==> src/rtl/if_stage_pkg.sv <==
// Shared constants for the instruction-fetch stage: hazard-unit control
// encodings, bit positions inside en_HD, and the default bubble instruction.
package if_stage_pkg;

  // Bit positions inside en_HD = {en_IF, flush, en_PC}
  localparam int EN_IF_BIT = 2;
  localparam int FLUSH_BIT = 1;
  localparam int EN_PC_BIT = 0;

  // Hazard-unit encodings
  localparam logic [2:0] EN_HD_RUN   = 3'b101;
  localparam logic [2:0] EN_HD_STALL = 3'b010;

  // Instruction word placed into IF/ID on reset or squash
  localparam logic [31:0] NOP_INSTR_DEFAULT = 32'h0000_0000;

  // Fetch addresses are always word aligned
  function automatic logic [31:0] align_word(input logic [31:0] addr);
    return {addr[31:2], 2'b00};
  endfunction

endpackage

==> src/rtl/if_stage_sat_counter16.sv <==
// 16-bit event counter with synchronous reset that sticks at all-ones.
module sat_counter16 (
  input  logic        clk,
  input  logic        rst,
  input  logic        en_i,
  output logic [15:0] cnt_o
);

  logic [15:0] cnt_q;
  logic [15:0] cnt_d;

  // Increment on enable unless already saturated
  always_comb begin
    cnt_d = cnt_q;
    if (en_i && (cnt_q != 16'hFFFF)) begin
      cnt_d = cnt_q + 16'd1;
    end
  end

  // Counter register, cleared by reset
  always_ff @(posedge clk) begin
    if (rst) begin
      cnt_q <= 16'd0;
    end else begin
      cnt_q <= cnt_d;
    end
  end

  assign cnt_o = cnt_q;

endmodule

==> src/rtl/if_stage.sv <==
// Instruction fetch stage: owns the PC and the IF/ID pipeline register.
// Priority each cycle: reset, then stall, then redirect, then advance.
module if_stage
  import if_stage_pkg::*;
#(
  parameter logic [31:0] RESET_PC  = 32'h0000_0000,
  parameter logic [31:0] NOP_INSTR = NOP_INSTR_DEFAULT
) (
  input  logic        clk,
  input  logic        rst,
  input  logic [2:0]  en_HD,
  input  logic        redirect,
  input  logic [31:0] redirect_target,
  input  logic [31:0] Instr_in,
  output logic [31:0] PC_out,
  output logic [31:0] PC4_out_from_IF,
  output logic [31:0] Instr_out_from_IF,
  output logic        Valid_out_from_IF,
  output logic [15:0] Stall_cnt,
  output logic [15:0] Flush_cnt
);

  logic [31:0] pc_q, pc_d;
  logic [31:0] pc4_q, pc4_d;
  logic [31:0] instr_q, instr_d;
  logic        valid_q, valid_d;

  logic        en_if;
  logic        en_pc;
  logic        stall;
  logic        take_redirect;
  logic [31:0] pc_plus4;
  logic        unused_flush;

  // The flush bit is driven by the hazard unit for other stages only
  assign unused_flush  = en_HD[FLUSH_BIT];

  assign en_if         = en_HD[EN_IF_BIT];
  assign en_pc         = en_HD[EN_PC_BIT];
  assign stall         = !(en_if && en_pc);
  // A branch seen during a stall re-asserts once the stall clears
  assign take_redirect = !stall && redirect;
  assign pc_plus4      = pc_q + 32'd4;

  // Next-state selection for PC and IF/ID
  always_comb begin
    pc_d    = pc_q;
    pc4_d   = pc4_q;
    instr_d = instr_q;
    valid_d = valid_q;
    if (stall) begin
      // Each enable acts on its own register group
      if (en_pc) begin
        pc_d = pc_plus4;
      end
      if (en_if) begin
        pc4_d   = pc_plus4;
        instr_d = Instr_in;
        valid_d = 1'b1;
      end
    end else if (take_redirect) begin
      // Squash the instruction fetched this cycle
      pc_d    = align_word(redirect_target);
      pc4_d   = pc_plus4;
      instr_d = NOP_INSTR;
      valid_d = 1'b0;
    end else begin
      pc_d    = pc_plus4;
      pc4_d   = pc_plus4;
      instr_d = Instr_in;
      valid_d = 1'b1;
    end
  end

  // PC and IF/ID registers
  always_ff @(posedge clk) begin
    if (rst) begin
      pc_q    <= RESET_PC;
      pc4_q   <= 32'd0;
      instr_q <= NOP_INSTR;
      valid_q <= 1'b0;
    end else begin
      pc_q    <= pc_d;
      pc4_q   <= pc4_d;
      instr_q <= instr_d;
      valid_q <= valid_d;
    end
  end

  sat_counter16 u_stall_cnt (
    .clk   (clk),
    .rst   (rst),
    .en_i  (stall),
    .cnt_o (Stall_cnt)
  );

  sat_counter16 u_flush_cnt (
    .clk   (clk),
    .rst   (rst),
    .en_i  (take_redirect),
    .cnt_o (Flush_cnt)
  );

  assign PC_out            = pc_q;
  assign PC4_out_from_IF   = pc4_q;
  assign Instr_out_from_IF = instr_q;
  assign Valid_out_from_IF = valid_q;

endmodule

==> config.mk <==
export PLATFORM = sky130hd
export DESIGN_NAME = if_stage
export DESIGN_NICKNAME = d
export VERILOG_FILES = /design/src/rtl/if_stage_pkg.sv /design/src/rtl/if_stage_sat_counter16.sv /design/src/rtl/if_stage.sv
export SDC_FILE = /design/constraint.sdc
export NUM_CORES = 1
export LEC_CHECK = 0
export CAP_MARGIN = 20
export CORE_UTILIZATION = 55
export CTS_BUF_LIST = sky130_fd_sc_hd__clkbuf_2 sky130_fd_sc_hd__clkbuf_4 sky130_fd_sc_hd__clkbuf_8
export DETAILED_ROUTE_END_ITERATION = 6
export DONT_BUFFER_PORTS = 1
export PLACE_DENSITY = 0.69
export SYNTH_ARGS = -nofsm -noshare
export SYNTH_HDL_FRONTEND = slang
export SYNTH_HIERARCHICAL = 1
export SYNTH_SLANG_ARGS = --single-unit
==> constraint.sdc <==
create_clock -name clk -period 3 [get_ports clk]
set_input_delay 0.6 -clock clk [delete_from_list [all_inputs] [get_ports clk]]
set_output_delay 0.6 -clock clk [all_outputs]
set_load 0.005 [all_outputs]
==> results.md <==
- Crit Path Max Fanout: 9
- Die Wd: 109 um
- Ant diodes: 0
- Number of synthesized register bits: 125
- WP data required: around 3.4 ns
- Tmin final: 2.41 ns
- Share of the yosys chip area belonging to registers: between 30% and 40%
- # fillers: 991
- Post-DR wirelength/cell: 17.9 um
- Sw frac: 23.7%
- Maxcap violations: 0
- Buf/Inv on CP: 0
- DRC viols: 0
- # rows: 38
- Vias in the first global route: between 4000 and 5000
- Power Dens Cells: 517 nW/um2
- Combinational share of power: 5.8%
- Slew of the pin with the lowest slew margin: 0.731 ns
- Share of cells above drive strength 1: 9.15%
- Final hold slack: 0.227 ns
- Post-route ant nets: 0
- Finish-stage setup viols: 0
- Hold_sp: rst
- Area of the multi-input gates: ~3500 um2
- Cell-internal power: 2.63 mW
- Area Overhead vs Synth: 6.05%
- Cell count of the worst hold path: 1
- Via-to-Cell Ratio: 6.29
- Post-CTS setup buffer count: 0
- Reg power frac: 52.7%
- Slew headroom: 51.2%
- R2r endpoint: PC_out[26]$_SDFFE_PP0N_
- I/O pin count: 199
- Syn avg cell area: 8.35 um2
- Tot GR Track Use: between 20% and 30%
- Distinct cells, synth: 65
- Reg-to-Reg Start: PC_out[4]$_SDFFE_PP0N_
- Cells along the critical path: nand4_2 -> nor4_4 -> nand3_1 -> or4b_2 -> a31oi_1
- Synthesized instance count: 752
- Crit Path Category: reg2reg
- Global-route wire length before repair: around 24000 um
- EDFF count, synth: 0
- Routed WL: 15600 um
- First-pass DRT Iterations: 5
- Worst setup EP type: register
- Initial Util: 57.2%
- CTS resizes: 0
- Clock Tree Root: clkbuf_8
- Status: finished clean
- Post-synthesis async set-or-reset flop share: 0%
- Finished Core Util: ~61%
- Vias: 5489
- Initial drt markers: between 500 and 600
- Skew final: 0.00735 ns
- Ys flop type: dfxtp_1
- Core area: 11000 um2
- CTS Sinks: 125
- Power, Total: 3.44 mW
- Warnings from Yosys: 6
- Slew Viols, Final: 0
- Remaining Overflow, GRT: 0
- Initial antenna violation count: 0
- Number of I/O port buffers: 0
- Worst R2R Setup Slack: a little under 0.6 ns
- Worst Hold Class: in2reg
- NumNets Final: a little under 800
- Hold-fix buffers, CTS: 0
- Final setup TNS: 0 ns
- Worst Hold Path EP: Instr_out_from_IF[31]$_SDFFE_PP0P_
- Clk Latency, worst-skew pair: 0.44 ns
- Leakage: around 2.2 nW
- CP max stage delay: between 0.6 and 0.7 ns
- RSZ-0062 raised after global routing: false
- CTS Buf Count: 17
- Kind of start point of the critical path: register
- Final period util: 80.4%
- Maximum VDD drop: 0.353 mV
- CTS tree: done
- Dpl hpwl: ~10000 um
- Die area: 11900 um2
- Final Hold Fails: 0
- Largest net degree at the start of global routing: 128
- Crit path DAT: 2.78 ns
- Area of the mapped netlist: ~6300 um2
- Worst Reg-to-Reg Cells: 5
- F_max: 414 MHz
- Storage cell area: 2500 um2
- Bufs on Longest Clock Path: 2
- Final Wtd Congestion: 0.826
- Crit path max-delay cell type: or4b_2
- CP top delay family: simple AND/OR/NAND/NOR gates
- H-tree depth: 4
- Die height: 109 um
- Power share of the clock group: 41.5%
- Clk slew on worst S/H paths: 0.07 ns
- Net Sw Power: slightly above 800 uW
[through the flow]
step	cells	setup WS, ns	area, um2
2_1_floorplan	755	0.726	6290
3_3_place_gp	840	0.632	6270
3_5_place_dp	840	0.603	6270
4_1_cts	872	0.605	6660
5_1_grt	872	0.379	6660
6_report	872	0.587	6660
[final cells by class]
type	count	share of cell area, %
flip-flops and latches	125	37.6
clock inverters	6	0.864
multi-input cells	554	52.3
repair buffers	8	0.901
clock buffers	26	5.00
well taps	140	2.63
inverters	13	0.732
[registers in the layout, indices dropped and copies added, names as in the netlist]
register,flops
Valid_out_from_IF,1
PC4_out_from_IF,30
u_flush_cnt/cnt_o,16
u_stall_cnt/cnt_o,16
Instr_out_from_IF,32
PC_out,30
[how the worst max path moves through the flow]
| stage | depth (start not counted) | to | start | slack (ns) |
|---|---|---|---|---|
| after floorplan | 8 | u_flush_cnt/cnt_o[7]$_SDFFE_PP0P_ | en_HD[2] | 0.73 |
| after global placement | 6 | u_flush_cnt/cnt_o[11]$_SDFFE_PP0P_ | en_HD[2] | 0.63 |
| after detailed placement | 6 | u_flush_cnt/cnt_o[11]$_SDFFE_PP0P_ | en_HD[2] | 0.60 |
| after CTS | 5 | PC_out[31]$_SDFFE_PP0N_ | PC_out[4]$_SDFFE_PP0N_ | 0.61 |
| after global routing | 5 | PC_out[31]$_SDFFE_PP0N_ | PC_out[4]$_SDFFE_PP0N_ | 0.38 |
| final | 5 | PC_out[26]$_SDFFE_PP0N_ | PC_out[4]$_SDFFE_PP0N_ | 0.59 |
[kinds of logic (layout without fill, tap and decap cells)]
family	after synthesis	in the layout	synth area share, %
compound gates	182	182	19.3
xor+xnor	30	30	4.18
fa+ha+maj	3	3	0.598
buf+inv	76	53	4.88
flops	125	125	39.8
mux	10	10	1.71
other cells	1	4	0.0597
simple gates	325	325	29.5
[synthesized netlist by cell type, drive strengths merged, types with 6 or more instances]
master,n,area share [%]
and4,9,1.3
dfxtp,125,40
nor2b,13,1.3
mux2,6,1.1
nand2b,33,3.3
clkbuf,48,2.9
nor4,10,1.8
or3,10,1.0
a211oi,27,3.3
o41ai,6,0.84
xnor2,17,2.4
buf,15,1.2
a32o,6,0.96
nand4,23,3.0
a21oi,59,4.7
a22oi,6,0.72
a31oi,12,1.2
o21ai,20,1.6
nand3b,9,1.1
nand3,59,4.7
nor2,62,3.7
inv,12,0.72
or4,16,2.0
xor2,13,1.8
nor3,12,0.96
o31ai,19,2.3
nand2,50,3.1
[power groups by stage]
stage	Sequential, mW	Combinational, mW	Clock, mW
after floorplan	1.82	0.225	0
after global placement	1.85	0.191	0
after detailed placement	1.86	0.199	0
after CTS	1.82	0.200	1.46
after global routing	1.83	0.228	1.53
final	1.82	0.199	1.43
[routing by layer]
layer	routed length [um]	vias up	track usage [%]
li1	-	2692	-
met1	6680	2565	32.9
met2	7400	207	42.2
met3	1350	25	9.21
met4	204	0	9.27
met5	0	-	0
[cell usage in the layout (no fill, tap or decap), types with 13 or more instances in the layout]
master	netlist	layout
nor2_1	62	62
dfxtp_1	125	125
nor2b_1	13	13
nand4_1	19	19
or4_1	14	14
a21oi_1	59	59
xor2_1	13	13
o21ai_0	20	20
o31ai_1	19	19
clkbuf_8	0	22
nand2_1	48	48
nand2b_1	33	33
nand3_1	59	59
xnor2_1	17	17
a211oi_1	26	26
No activity file was read; power rests on OpenSTA's default activity.
